$ cat config.mk
export PLATFORM = sky130hd
export DESIGN_NAME = cpu_run_ctrl
export DESIGN_NICKNAME = d
export VERILOG_FILES = /design/src/rtl/cpu_run_ctrl_pkg.sv /design/src/rtl/btn_debounce.sv /design/src/rtl/cpu_run_ctrl.sv
export SDC_FILE = /design/constraint.sdc
export NUM_CORES = 1
export LEC_CHECK = 0
export CAP_MARGIN = 10
export CORE_UTILIZATION = 45
export DETAILED_ROUTE_END_ITERATION = 10
export PLACE_DENSITY = 0.68
export SKIP_CTS_REPAIR_TIMING = 1
export SYNTH_ARGS = -nofsm -noshare
export SYNTH_HDL_FRONTEND = slang
export SYNTH_SLANG_ARGS = --single-unit
export TNS_END_PERCENT = 100
$ cat constraint.sdc
create_clock -name clk -period 3.14 [get_ports clk]
set_input_delay 0.628 -clock clk [delete_from_list [all_inputs] [get_ports clk]]
set_output_delay 0.628 -clock clk [all_outputs]
set_load 0.005 [all_outputs]
$ cat src/rtl/cpu_run_ctrl_pkg.sv
// rtl/cpu_run_ctrl_pkg.sv - shared types and constants for the CPU run controller
package cpu_run_ctrl_pkg;

    localparam int CNT_W = 32;
    localparam logic [CNT_W-1:0] CNT_MAX = {CNT_W{1'b1}};

    typedef enum logic [2:0] {
        S_RESET = 3'd0,
        S_PAUSE = 3'd1,
        S_RUN   = 3'd2,
        S_STEP  = 3'd3,
        S_HALT  = 3'd4
    } run_state_e;

endpackage

$ cat src/rtl/btn_debounce.sv
// rtl/btn_debounce.sv - 2-FF synchronizer, stable-sample debouncer and press pulse
module btn_debounce #(
    parameter int DEB_CYCLES = 1000000
) (
    input  logic clk,
    input  logic reset_n,
    input  logic raw,
    output logic level,
    output logic press
);

    localparam int DW = (DEB_CYCLES > 1) ? $clog2(DEB_CYCLES) : 1;

    logic [1:0]    sync_q;
    logic [DW-1:0] cnt_q, cnt_d;
    logic          level_q, level_d;
    logic          press_q, press_d;

    // Count consecutive synchronized samples that differ from the accepted level.
    always_comb begin
        cnt_d   = cnt_q;
        level_d = level_q;
        press_d = 1'b0;
        if (sync_q[1] == level_q) begin
            cnt_d = '0;
        end else if (cnt_q == DW'(DEB_CYCLES - 1)) begin
            cnt_d   = '0;
            level_d = sync_q[1];
            press_d = sync_q[1];
        end else begin
            cnt_d = cnt_q + 1'b1;
        end
    end

    always_ff @(posedge clk or negedge reset_n) begin
        if (!reset_n) begin
            sync_q  <= '0;
            cnt_q   <= '0;
            level_q <= 1'b0;
            press_q <= 1'b0;
        end else begin
            sync_q  <= {sync_q[0], raw};
            cnt_q   <= cnt_d;
            level_q <= level_d;
            press_q <= press_d;
        end
    end

    assign level = level_q;
    assign press = press_q;

endmodule

$ cat src/rtl/cpu_run_ctrl.sv
// rtl/cpu_run_ctrl.sv - run/pause/step/halt sequencer issuing cpu_en pulses
// Optional breakpoint support: CPU_RUN_CTRL_BREAKPOINT_EN
module cpu_run_ctrl
    import cpu_run_ctrl_pkg::*;
#(
    parameter int TICK_DIV   = 1000000,
    parameter int DEB_CYCLES = 1000000,
    parameter int RST_HOLD   = 16
) (
    input  logic             clk,
    input  logic             reset_n,
    input  logic             btn_run,
    input  logic             btn_step,
    input  logic             btn_cpu_rst,
    input  logic             halt_req,
    input  logic [31:0]      pc,
    input  logic [15:0]      bp_addr,
    input  logic             bp_valid,
    output logic             cpu_en,
    output logic             cpu_rst,
    output logic [2:0]       state_o,
    output logic [CNT_W-1:0] cycle_count
);

    localparam int TICK_W = (TICK_DIV > 1) ? $clog2(TICK_DIV) : 1;
    localparam int HOLD_W = (RST_HOLD > 1) ? $clog2(RST_HOLD) : 1;

    logic run_p, step_p, rst_p;
    logic run_level_unused, step_level_unused, rst_level_unused;

    btn_debounce #(.DEB_CYCLES(DEB_CYCLES)) u_deb_run (
        .clk(clk), .reset_n(reset_n), .raw(btn_run),
        .level(run_level_unused), .press(run_p)
    );
    btn_debounce #(.DEB_CYCLES(DEB_CYCLES)) u_deb_step (
        .clk(clk), .reset_n(reset_n), .raw(btn_step),
        .level(step_level_unused), .press(step_p)
    );
    btn_debounce #(.DEB_CYCLES(DEB_CYCLES)) u_deb_rst (
        .clk(clk), .reset_n(reset_n), .raw(btn_cpu_rst),
        .level(rst_level_unused), .press(rst_p)
    );

    run_state_e       state_q, state_d;
    logic [TICK_W-1:0] tick_q, tick_d;
    logic [HOLD_W-1:0] hold_q, hold_d;
    logic [CNT_W-1:0]  cyc_q, cyc_d;
    logic              en_q, en_d;
    logic              tick_fire;
    logic              bp_hit;

    assign tick_fire = (tick_q == TICK_W'(TICK_DIV - 1));

    always_comb begin
        state_d = state_q;
        hold_d  = hold_q;
        tick_d  = '0;
        en_d    = 1'b0;
        cyc_d   = cyc_q;
        if (rst_p) begin
            state_d = S_RESET;
            hold_d  = '0;
            cyc_d   = '0;
        end else begin
            case (state_q)
                S_RESET: begin
                    if (hold_q == HOLD_W'(RST_HOLD - 1)) state_d = S_PAUSE;
                    else                                 hold_d  = hold_q + 1'b1;
                end
                S_PAUSE: begin
                    if (halt_req)    state_d = S_HALT;
                    else if (run_p)  state_d = S_RUN;
                    else if (step_p) state_d = S_STEP;
                end
                S_RUN: begin
                    if (halt_req) begin
                        state_d = S_HALT;
                    end else if (run_p) begin
                        state_d = S_PAUSE;
                    end else begin
                        tick_d = tick_fire ? '0 : tick_q + 1'b1;
                        if (tick_fire) begin
                            if (bp_hit) state_d = S_PAUSE;
                            else        en_d    = 1'b1;
                        end
                    end
                end
                S_STEP: begin
                    if (halt_req) begin
                        state_d = S_HALT;
                    end else begin
                        en_d    = 1'b1;
                        state_d = S_PAUSE;
                    end
                end
                S_HALT:  state_d = S_HALT;
                default: state_d = S_RESET;
            endcase
            if (en_d && cyc_q != CNT_MAX) cyc_d = cyc_q + 1'b1;
        end
    end

`ifdef CPU_RUN_CTRL_BREAKPOINT_EN
    // skip_bp lets the instruction sitting on the breakpoint retire after a resume.
    logic skip_bp_q, skip_bp_d;
    logic unused_pc_hi;

    assign unused_pc_hi = ^pc[31:16];
    assign bp_hit = bp_valid && (pc[15:0] == bp_addr) && !skip_bp_q;

    always_comb begin
        skip_bp_d = skip_bp_q;
        if (rst_p)
            skip_bp_d = 1'b0;
        else if (state_q == S_PAUSE && (state_d == S_RUN || state_d == S_STEP))
            skip_bp_d = 1'b1;
        else if (en_d)
            skip_bp_d = 1'b0;
    end

    always_ff @(posedge clk or negedge reset_n) begin
        if (!reset_n) skip_bp_q <= 1'b0;
        else          skip_bp_q <= skip_bp_d;
    end
`else
    logic unused_bp;

    assign unused_bp = ^{pc, bp_addr, bp_valid};
    assign bp_hit    = 1'b0;
`endif

    always_ff @(posedge clk or negedge reset_n) begin
        if (!reset_n) begin
            state_q <= S_RESET;
            hold_q  <= '0;
            tick_q  <= '0;
            cyc_q   <= '0;
            en_q    <= 1'b0;
        end else begin
            state_q <= state_d;
            hold_q  <= hold_d;
            tick_q  <= tick_d;
            cyc_q   <= cyc_d;
            en_q    <= en_d;
        end
    end

    assign cpu_en      = en_q;
    assign cpu_rst     = (state_q == S_RESET);
    assign state_o     = state_q;
    assign cycle_count = cyc_q;

endmodule

After elaboration in Yosys (flattened, before gate mapping)
Cells that the tools add are included.
{"block": "classes", "addsub": 6, "bitwise_logic": 3, "reduce_logical": 9, "mux": 38, "eq_ne": 17}
{"operator": "$mux W20", "count": 11}
{"operator": "$add A20 B1 Y20 const B", "count": 4}
{"operator": "$eq A20 B20 Y1 const B", "count": 4}
{"operator": "$mux W32", "count": 2}
{"operator": "$add A32 B1 Y32 const B", "count": 1}
{"operator": "$ne A32 B32 Y1 const B", "count": 1}
{"operator": "$mux W3", "count": 8}
{"operator": "$pmux W3 S5", "count": 1}
{"operator": "$mux W1", "count": 12}
{"operator": "$mux W4", "count": 3}
{"operator": "$reduce_and A2 Y1", "count": 4}
{"operator": "$eq A3 B2 Y1 const B", "count": 2}
{"operator": "$ne A5 B2 Y1 const B", "count": 1}
{"operator": "$add A4 B1 Y4 const B", "count": 1}
{"operator": "$eq A4 B4 Y1 const B", "count": 1}
{"operator": "$ne A4 B2 Y1 const B", "count": 1}
{"operator": "$reduce_bool A2 Y1", "count": 2}
{"operator": "$eq A1 B1 Y1", "count": 3}
{"operator": "$eq A3 B1 Y1 const B", "count": 1}
{"operator": "$eq A3 B3 Y1 const B", "count": 1}
{"operator": "$logic_not A3 Y1", "count": 1}
{"operator": "$ne A3 B1 Y1 const B", "count": 1}
{"operator": "$not A1 Y1", "count": 3}
{"operator": "$reduce_and A3 Y1", "count": 1}
{"operator": "3 further kinds", "count": 3}
{"block": "word_totals", "in_bits": 55, "word_cells": 90, "register_bits": 132, "output_inout_bits": 37}

Logic depth before layout (Yosys ltp)
{"block": "logic_depth", "depth_word": 9, "mapped_depth": 9, "mapped_depth_nobuf": 6}

Modules after synthesis
Synthesis repeated with hierarchy kept, for this count alone.
{"block": "hier_totals", "hier_cells": 691, "hier_area_um2": 6725.2}
{"mod": "cpu_run_ctrl", "n_inst": 1, "seq_area_each_um2": 1501.4, "area_per_inst_um2": 3315.7, "cells_per_inst": 349}
{"mod": "btn_debounce (u_deb_rst ...)", "n_inst": 2, "seq_area_each_um2": 600.6, "area_per_inst_um2": 1136.1, "cells_per_inst": 116}
{"mod": "btn_debounce (u_deb_step)", "n_inst": 1, "seq_area_each_um2": 600.6, "area_per_inst_um2": 1137.3, "cells_per_inst": 110}

Worst setup path after synthesis
Ideal clock, no wire load.
{"block": "synth_timing", "kind": "flip-flop to flip-flop", "start": "register tick_q[0]", "end": "register cyc_q[15] (netlist: cycle_count[15])", "arrival_time_ps": 2064, "synth_period_minus_slack_ps": 2192, "setup_slack_ps": 948, "t_required_ps": 3012, "n_path_buf": 1, "stages_incl_launch_ff": 8, "setup_time_ps": 128, "cell_sequence": "dfrtp_1 > ha_1 > and4_1 > nand4_1 > o31a_4 > buf_6 > nor4_1 > mux2_1"}
{"block": "synth_between", "elab_chain_len": 8}
{"item": "start, declared", "line_no": "cpu_run_ctrl.sv:45", "source": "logic [TICK_W-1:0] tick_q, tick_d;"}
{"item": "start signal, assigned", "line_no": "cpu_run_ctrl.sv:142", "source": "tick_q <= tick_d;"}
{"item": "$eq A20 B20 Y1", "line_no": "cpu_run_ctrl.sv:52", "source": "assign tick_fire = (tick_q == TICK_W'(TICK_DIV - 1));"}
{"item": "$mux W1", "line_no": "cpu_run_ctrl.sv:82", "source": "if (tick_fire) begin"}
{"item": "$mux W1", "line_no": "cpu_run_ctrl.sv:78", "source": "end else if (run_p) begin"}
{"item": "$mux W1", "line_no": "cpu_run_ctrl.sv:76", "source": "if (halt_req) begin"}
{"item": "$pmux W1 S2", "line_no": "cpu_run_ctrl.sv:65", "source": "case (state_q)"}
{"item": "$mux W1", "line_no": "cpu_run_ctrl.sv:60", "source": "if (rst_p) begin"}
{"item": "$logic_and A1 B1 Y1", "line_no": "cpu_run_ctrl.sv:99", "source": "if (en_d && cyc_q != CNT_MAX) cyc_d = cyc_q + 1'b1;"}
{"item": "$reduce_bool A2 Y1 (no source line)"}
{"item": "end signal, assigned", "line_no": "cpu_run_ctrl.sv:143", "source": "cyc_q <= cyc_d;"}
{"item": "end, declared", "line_no": "cpu_run_ctrl.sv:47", "source": "logic [CNT_W-1:0] cyc_q, cyc_d;"}
Every way passes these cells. The select of a mux whose other input is x is not followed.
A chain may end at the register's enable or synchronous reset.

Worst setup path after layout
{"block": "layout_timing", "start": "register tick_q[10]", "end": "register cyc_q[6] (netlist: cycle_count[6])"}
Same word-level chain as after synthesis.

==> results.md <==
- Starting DRT DRC Count: 397
- Outcome: completed
- Clock root buffer: clkbuf_16
- DRT Pass-1 Iters: 4
- TritonCTS clock tree: built
- Ys flop type: dfrtp_1
- Syn Std Cell Area: 6580 sq um
- Ratio of cells with drive above 1 in the final layout: 0.0740
- Average cell area after synthesis: 9.79 sq um
- Peak supply drop: 0.411 mV
- Residual DRC: 0
- CTS buffer count: 17
- GRT Overall Usage: 0.202
- Max-Cap Viols: 0
- Crit path max fanout: 59
- Core area: 14,100 sq um
- Distinct cells, synth: 51
- Worst Setup End Kind: register
- Leakage: 0.00311 uW
- Setup violators final: 0
- Syn. warnings: 0
- Die height: 123 um
- Placed instance count: 878
- Clk sinks: 132
- Final worst setup slack: 0.501 ns
- WL/cell: 15.1 um
- Max incr delay on CP: 0.59 ns
- DRT antenna net count: 0
- Final hold violations: 0
- Startpoint type of the worst setup path: register
- Crit path kind: reg -> reg
- Starting Density: 0.467
- Reg power frac: 0.444
- Worst path cell trace: nor4b_1 > nand4_1 > o31a_4 > nor4_1 > mux2_1
- Global-route wire length before repair: 24,000 um
- Area contributors post-synth: dfrtp_1 (50%), nor2_1 (6.0%), xnor2_1 (5.6%)
- Overflow after GRT: 0
- Unrepaired setup endpoints after global routing: false
- Post-synthesis cell count: 672
- Fin crit period: 2.64 ns
- Share of the synthesized area in the top cell type: 0.502
- Yosys reg bits: 132
- # H-tree levels: 4
- Crit path arrival time: 2.94 ns
- Largest net degree at the start of global routing: 64
- Final Max Slew Viols: 0
- I/O Buffers: 42
- Ys async rst share: 1.00
- Post-synth EDFFs: 0
- Most frequent cells in the layout: dfrtp_1 (132), nor2_1 (105), nand3_1 (42), xnor2_1 (42), clkdlybuf4s50_1 (41)
- Slew headroom: 0.440
- Die X: 123 um
- Vias in the first global route: 5,126
- Initial antenna violation count: 0
- Vias: 5,102
- NumNets Final: 778
- Worst Path Required: 3.44 ns
- Num rows: 43
- Clock skew: 0.00758 ns
- Logic pwr share: 0.075
- Syn Nets: 733
- Most common cell after layout, fill and taps aside: dfrtp_1
- Clock power frac: 0.481
- Internal: 3190 uW
- PD cells: 537 nW/um^2
- Avg Vias per Cell: 5.61
- Seq/Total Area, Yosys: 0.502
- NetSw: 987 uW
- Post-synth top area cell: dfrtp_1
- Fmax: 379 MHz
- Clk pin slew, worst setup/hold paths: 0.06 ns
- Fin crit share: 0.840
- Slowest-stage cell, CP: o31a_4
- Maximum clock insertion buffer count: 2
- I/O Pins: 92
- Final Util: 0.552
- Switching part of the total: 0.236
- Total detailed-routing wirelength: 13,700 um
- Pre-CTS setup slack: 0.282 ns
- Non-filler cells, final: 910
- Worst-Skew Late Latency: 0.42 ns
- HP Class: in -> async
- Fin Setup TNS: 0 ns
- Die ar.: 15,100 sq um
- Hpwl dp: 9160 um
- Worst Max-Slew Pin Slew: 0.839 ns
- Total inserted antenna cells: 0
- Routability Congestion: 0.811
- Area growth, synth to finish: 18.2%
[path summary, 6_finish.rpt]
kind	slack [ns]	start	end	depth (start not counted)
min reg2reg	0.36	u_deb_step.sync_q[0]	u_deb_step.sync_q[1]	0
max in group asynchronous	2.03	reset_n	u_deb_run.cnt_q[2]	2
max reg2reg	0.50	tick_q[10]	cycle_count[6]	5
min	0.32	reset_n	tick_q[13]	1
max	0.50	tick_q[10]	cycle_count[6]	5
min in group clk	0.36	u_deb_step.sync_q[0]	u_deb_step.sync_q[1]	0
[layout make-up]
| class | count | area [sq um] |
|---|---|---|
| clock buffers | 19 | 443 |
| well taps | 180 | 225 |
| flip-flops and latches | 132 | 3300 |
| multi-input cells | 504 | 3110 |
| clock inverters | 13 | 159 |
| fillers | 1210 | 6320 |
| inverters | 12 | 45.0 |
| repair buffers | 50 | 490 |
[worst max-delay path, delay by kind of cell (launching register included)]
family          cells  cell delay (ns)
compound gates      1             0.59
flops               1             0.43
mux                 1             0.36
simple gates        3             1.12
[synthesized netlist by cell type, drive strengths merged, types with 2 or more instances]
cell / count
dfrtp: 132
nor2: 105
nand3: 42
xnor2: 42
nand2: 40
a21oi: 32
xor2: 31
or4: 26
nand4: 24
o31ai: 24
clkbuf: 18
nor3: 18
and3: 17
nor4: 13
inv: 12
o21ai: 10
or3: 10
and2: 8
mux2: 8
and4: 7
nor2b: 7
buf: 6
ha: 6
or2: 6
nor4b: 5
nor3b: 3
o311ai: 3
nand3b: 2
nor4bb: 2
o31a: 2
[cells by family (layout without fill, tap and decap cells)]
kind of cell | count (synthesis) | after routing | synth area share
fa+ha+maj | 6 | 6 | 0.0114
compound gates | 76 | 76 | 0.0738
flops | 132 | 132 | 0.502
simple gates | 340 | 340 | 0.275
mux | 9 | 9 | 0.0152
xor+xnor | 73 | 73 | 0.0971
buf+inv | 36 | 94 | 0.0251
[stage by stage]
stage,instance area [sq um],total power (uW),hold slack (ns)
after detailed placement,7180,2200,0.345
after global placement,7180,2180,0.333
after CTS,7780,4220,0.340
after floorplan,6580,2040,0.331
after global routing,7780,4340,0.363
final,7780,4180,0.315
[registers in the layout, indices dropped and copies added, names as in the netlist, 2 cells and up]
| register | flops |
|---|---|
| u_deb_run.cnt_q | 20 |
| u_deb_rst.sync_q | 2 |
| u_deb_run.sync_q | 2 |
| u_deb_step.sync_q | 2 |
| u_deb_rst.cnt_q | 20 |
| state_o | 3 |
| tick_q | 20 |
| cycle_count | 32 |
| u_deb_step.cnt_q | 20 |
| hold_q | 4 |
[power groups by stage]
stage | sequential (uW) | combinational (uW) | clock [uW]
6_report | 1850 | 313 | 2010
5_1_grt | 1870 | 359 | 2110
4_1_cts | 1860 | 322 | 2040
3_5_place_dp | 1890 | 318 | 0
3_3_place_gp | 1880 | 304 | 0
2_1_floorplan | 1870 | 169 | 0
[per-layer routing]
metal | track usage | routed length (um)
met3 | 0.0503 | 489
met5 | 0 | 0
met2 | 0.327 | 6790
met1 | 0.262 | 6300
met4 | 0.0777 | 172
No activity file was read; power rests on OpenSTA's default activity.
==> patch 1, RTL diff (same settings) <==
`hold_q` no longer has a reset.
--- a/src/rtl/cpu_run_ctrl.sv
+++ b/src/rtl/cpu_run_ctrl.sv
@@ -134,3 +134,2 @@
             state_q <= S_RESET;
-            hold_q  <= '0;
             tick_q  <= '0;
@@ -140,3 +139,2 @@
             state_q <= state_d;
-            hold_q  <= hold_d;
             tick_q  <= tick_d;
@@ -145,2 +143,6 @@
         end
+    end
+
+    always_ff @(posedge clk) begin
+        hold_q <= hold_d;
     end
Check against the original RTL: no difference found for any inputs over 10 cycles, from zero or initial values and one cycle with reset_n low; that may be too few to reach the edited logic, so the function may still have changed.
==> patch 1 against the original RTL <==
- clock skew rose by 0.0070 ns
- sequential power decreased by 2%
- synthesized area is 1.1% lower
- first-iteration DRC count fell by 25%
- setup slack improved by 0.053 ns
- clock power decreased by 5%
- routed wire length shrank 3.9%
- total power shrank 4.7%
- sequential cell count is the same
- non-clock buffer count shrank 1
- cell area fell by 1.5%
- largest cell class unchanged
==> patch 1: results (changes against the original RTL) <==
- Instance area at placement: 7090 um2 (was 7180 um2)
- Critical path's slowest cell: sky130_fd_sc_hd__clkdlybuf4s50_1 (was sky130_fd_sc_hd__o31a_4)
- Buffers added on ports: 42 (unchanged)
- Wire length per cell: 14.5 um (was 15.1 um)
- Largest net degree at the start of global routing: 59 (was 64)
- CTS clk-pin slew, worst paths: 0.06 ns (about the same)
- Crit path max-delay family: buffers and inverters (was simple AND/OR/NAND/NOR gates)
- Top cells by count, synth: 128 x sky130_fd_sc_hd__dfrtp_1, 123 x sky130_fd_sc_hd__nor2_1, 47 x sky130_fd_sc_hd__xnor2_1 (was 132 x sky130_fd_sc_hd__dfrtp_1, 105 x sky130_fd_sc_hd__nor2_1, 42 x sky130_fd_sc_hd__nand3_1, 42 x sky130_fd_sc_hd__xnor2_1, 40 x sky130_fd_sc_hd__nand2_1)
- Main area contributors after synthesis: sky130_fd_sc_hd__dfrtp_1 49%, sky130_fd_sc_hd__nor2_1 7.1%, sky130_fd_sc_hd__xnor2_1 6.3%, sky130_fd_sc_hd__xor2_1 3.9%, sky130_fd_sc_hd__nand3_1 3.1% (was sky130_fd_sc_hd__dfrtp_1 50%, sky130_fd_sc_hd__nor2_1 6.0%, sky130_fd_sc_hd__xnor2_1 5.6%, sky130_fd_sc_hd__xor2_1 4.1%, sky130_fd_sc_hd__nand3_1 3.2%)
- Post-synthesis cell type count: 42 (was 51)
- Run status: completed (unchanged)
- Synth Area in XOR/XNOR: 10.2% (was 9.71%)
- Place WS: 0.373 ns (was 0.282 ns)
- Wire length of the first global-routing pass: 23,300 um (was 24,000 um)
- Initial detailed-routing violation count: 299 (was 397)
- Worst ir drop on vdd: 0.421 mV (was 0.411 mV)
- Compound-gate portion of the synthesized area: 5.57% (was 7.38%)
- Fraction of synthesized area in multiplexers: 2.21% (was 1.52%)
- Overall fraction of global-route tracks in use: 19.8% (was 20.2%)
- Largest fanout on the critical path: 8 (was 59)
- Leak pwr: 3.07 nW (was 3.11 nW)
- DP HPWL: 8680 um (was 9160 um)
- Adder and majority cell fraction of the synthesized area: 1.15% (was 1.14%)
- Proportion of layout cells with a drive suffix above 1: 7.41% (was 7.40%)
- Critical Path AT: 1.96 ns (was 2.94 ns)
- Proportion of synthesized chip area in sequential cells: 50.4% (was 50.2%)
- Routability congestion estimate from global placement: 0.786 (was 0.811)
- Relative max-transition margin: 51.3% (was 44.0%)
- Fill cell total of the finished layout: 1,243 (was 1,210)
- First-pass iteration count of the detailed router: 7 (was 4)
- # nets final: 777 (was 778)
- Routed via count divided by cell count: 5.56 (was 5.61)
- Fin Clk Skew: 0.0146 ns (was 0.00758 ns)
- Post-synthesis async set-or-reset flop share: 97.0% (was 100%)
- Number of global-route vias before repair: 5,062 (was 5,126)
patch 1: final timing paths:
path	slack, ns	startpoint	endpoint	cells past startpoint
min reg2reg	0.35	u_deb_run.sync_q[0]	u_deb_run.sync_q[1]	0
min in group clk	0.35	u_deb_run.sync_q[0]	u_deb_run.sync_q[1]	0
max reg2reg	0.77	tick_q[11]	cycle_count[28]	6
max in group asynchronous	2.17	reset_n	tick_q[5]	2
max	0.55	state_o[0]	cpu_rst	2
min	0.19	reset_n	u_deb_rst.sync_q[0]	1
patch 1: logic make-up after synthesis:
family                   Yosys count
AND/OR/NAND/NOR                  345
AO/OA/AOI/OAI                     59
adder cells (fa/ha/maj)            6
XOR/XNOR                          76
flip-flops                       132
multiplexers                      13
buffers and inverters             41
patch 1: cell type report:
type                            instances  area [um2]  area share (%)
Clock buffer                           22         464            6.06
Inverter                               17        63.8           0.833
Sequential cell                       132        3280            42.9
Clock inverter                         10         106            1.39
Timing Repair Buffer                   49         483            6.31
Multi-Input combinational cell        499        3030            39.6
Tap cell                              180         225            2.94
patch 1: worst reg2reg max path, stage by stage, from the launching register on:
cell and delay, ns:
sky130_fd_sc_hd__dfrtp_1 0.43, sky130_fd_sc_hd__nor4_1 0.41, sky130_fd_sc_hd__nand4_1 0.17, sky130_fd_sc_hd__o21a_1 0.19
sky130_fd_sc_hd__buf_4 0.27, sky130_fd_sc_hd__nor4b_1 0.42, sky130_fd_sc_hd__mux2_2 0.37
patch 1: per-stage QoR:
step	instances	utilization [%]	hold slack [ns]
2_1_floorplan	672	-	0.331
3_3_place_gp	877	50.7	0.341
3_5_place_dp	877	50.7	0.340
4_1_cts	909	54.7	0.214
5_1_grt	909	54.7	0.245
6_report	909	54.7	0.193
patch 1: power breakdown:
group	leakage [nW]	switching [mW]	internal [mW]
registers	1.80	0.0596	1.76
clock network	0.283	0.711	1.20
logic	0.991	0.142	0.111
patch 1: metal layers:
layer	wire, um	vias to the layer above	part of all wire [%]	track usage, %
met4	163	0	1.2	6.86
li1	-	2436	-	-
met2	6620	81	50	32.7
met5	0	-	0	0
met3	477	14	3.6	5.76
met1	5950	2523	45	24.8
==> patch 2, RTL diff (same flow settings) <==
Without the edit above. Add a define of `CPU_RUN_CTRL_BREAKPOINT_EN`.
--- a/src/rtl/cpu_run_ctrl.sv
+++ b/src/rtl/cpu_run_ctrl.sv
@@ -2,2 +2,4 @@
 // Optional breakpoint support: CPU_RUN_CTRL_BREAKPOINT_EN
+`define CPU_RUN_CTRL_BREAKPOINT_EN
+
 module cpu_run_ctrl
Behaviour: no difference found for any inputs over 10 cycles, from zero or initial values and one cycle with reset_n low; that may be too few to reach the edited logic, so the function may still have changed.
==> patch 2 against the original RTL <==
- maximum frequency fell by 10%
- cell area rose by 5.6%
- routed wire length rose by 3.8%
- highest routed layer unchanged
- combinational power rose by 4%
- first-iteration DRC count rose by 2.5%
- count of clock-buffer cells in the layout rose by 6
- total power fell by 5.2%
- setup slack got worse by 0.31 ns
- sequential cell count rose by 1
- synthesized area rose by 1.9%
==> patch 2: results (changes against the original RTL) <==
- Post-synthesis net count: 749 (was 733)
- Buffers added on ports: 75 (was 42)
- Routability congestion estimate from global placement: 0.789 (was 0.811)
- # nets final: 826 (was 778)
- Main area contributors after synthesis: sky130_fd_sc_hd__dfrtp_1 50%, sky130_fd_sc_hd__xor2_1 7.6%, sky130_fd_sc_hd__nor2_1 6.2%, sky130_fd_sc_hd__xnor2_1 4.4%, sky130_fd_sc_hd__nand3_1 3.1% (was sky130_fd_sc_hd__dfrtp_1 50%, sky130_fd_sc_hd__nor2_1 6.0%, sky130_fd_sc_hd__xnor2_1 5.6%, sky130_fd_sc_hd__xor2_1 4.1%, sky130_fd_sc_hd__nand3_1 3.2%)
- Antenna diode count: 0 (unchanged)
- Overall fraction of global-route tracks in use: 19.8% (was 20.2%)
- Fraction of power spent switching nets: 22.5% (was 23.6%)
- Global-route track usage on met3: 4.44% (was 5.03%)
- Worst ir drop on vdd: 0.364 mV (was 0.411 mV)
- Fin Clk Skew: 0.00696 ns (was 0.00758 ns)
- Largest fanout on the critical path: 58 (was 59)
- Post-synthesis instance total: 688 (was 672)
- Routed via count divided by cell count: 5.59 (was 5.61)
- Leak pwr: 3.36 nW (was 3.11 nW)
- Clock Root Buffer: sky130_fd_sc_hd__clkbuf_16 (unchanged)
- Combinational Power Share: 8.2% (was 7.5%)
- Post-synthesis cell type count: 46 (was 51)
- Largest net degree at the start of global routing: 59 (was 64)
- Number of cells in the finished layout apart from fillers: 960 (was 910)
- DP HPWL: 9530 um (was 9160 um)
- Met2 Track Usage GR: 32.6% (was 32.7%)
- Initial detailed-routing violation count: 407 (was 397)
- Critical path's slowest cell: sky130_fd_sc_hd__or4_4 (was sky130_fd_sc_hd__o31a_4)
- Run status: completed (unchanged)
- Wire length of the first global-routing pass: 23,700 um (was 24,000 um)
- Proportion of layout cells with a drive suffix above 1: 6.70% (was 7.40%)
- First-pass iteration count of the detailed router: 6 (was 4)
- Combinational cell power: 324 uW (was 313 uW)
- Top cells by count, synth: 133 x sky130_fd_sc_hd__dfrtp_1, 110 x sky130_fd_sc_hd__nor2_1, 58 x sky130_fd_sc_hd__xor2_1 (was 132 x sky130_fd_sc_hd__dfrtp_1, 105 x sky130_fd_sc_hd__nor2_1, 42 x sky130_fd_sc_hd__nand3_1, 42 x sky130_fd_sc_hd__xnor2_1, 40 x sky130_fd_sc_hd__nand2_1)
- Instance area at placement: 7670 um2 (was 7180 um2)
patch 2: cell types whose count changed after synthesis, moves of 6 or more:
cell / unedited run / this run
sky130_fd_sc_hd__nand4_1: 22 / 28
sky130_fd_sc_hd__xor2_1: 31 / 58
sky130_fd_sc_hd__o31ai_1: 24 / 18
sky130_fd_sc_hd__nand2b_1: 0 / 7
sky130_fd_sc_hd__a21oi_1: 32 / 26
sky130_fd_sc_hd__xnor2_1: 42 / 34
patch 2: cell type report:
type / count / area, um2
fill: 1248 / 6320
clock buffer: 25 / 485
sequential: 133 / 3330
inverter: 12 / 45.0
multi-input combinational: 517 / 3230
clock inverter: 5 / 50.0
timing repair buffer: 84 / 841
tap: 184 / 230
patch 2: cells by family (layout without fill, tap and decap cells):
family,Yosys count,count (layout),share of synthesized area [%]
xor+xnor,92,92,12.0
buf+inv,38,126,2.37
compound gates,59,59,5.65
flops,133,133,49.6
fa+ha+maj,6,6,1.12
simple gates,347,347,27.1
mux,13,13,2.13
patch 2: per-layer routing:
layer / vias up / share of wire [%]
met3: 18 / 4.8
met4: 0 / 1.5
li1: 2587 / -
met2: 121 / 48
met5: - / 0
met1: 2641 / 46
patch 2: final timing paths:
| path | slack, ns | start | cells past startpoint | endpoint |
|---|---|---|---|---|
| setup / recovery | 0.19 | tick_q[10] | 7 | cycle_count[23] |
| hold / removal | 0.25 | reset_n | 1 | u_deb_rst.sync_q[1] |
| setup reg to reg | 0.19 | tick_q[10] | 7 | cycle_count[23] |
| hold reg to reg | 0.35 | u_deb_rst.sync_q[0] | 0 | u_deb_rst.sync_q[1] |
| max in group asynchronous | 2.05 | reset_n | 2 | tick_q[8] |
| min in group clk | 0.35 | u_deb_rst.sync_q[0] | 0 | u_deb_rst.sync_q[1] |
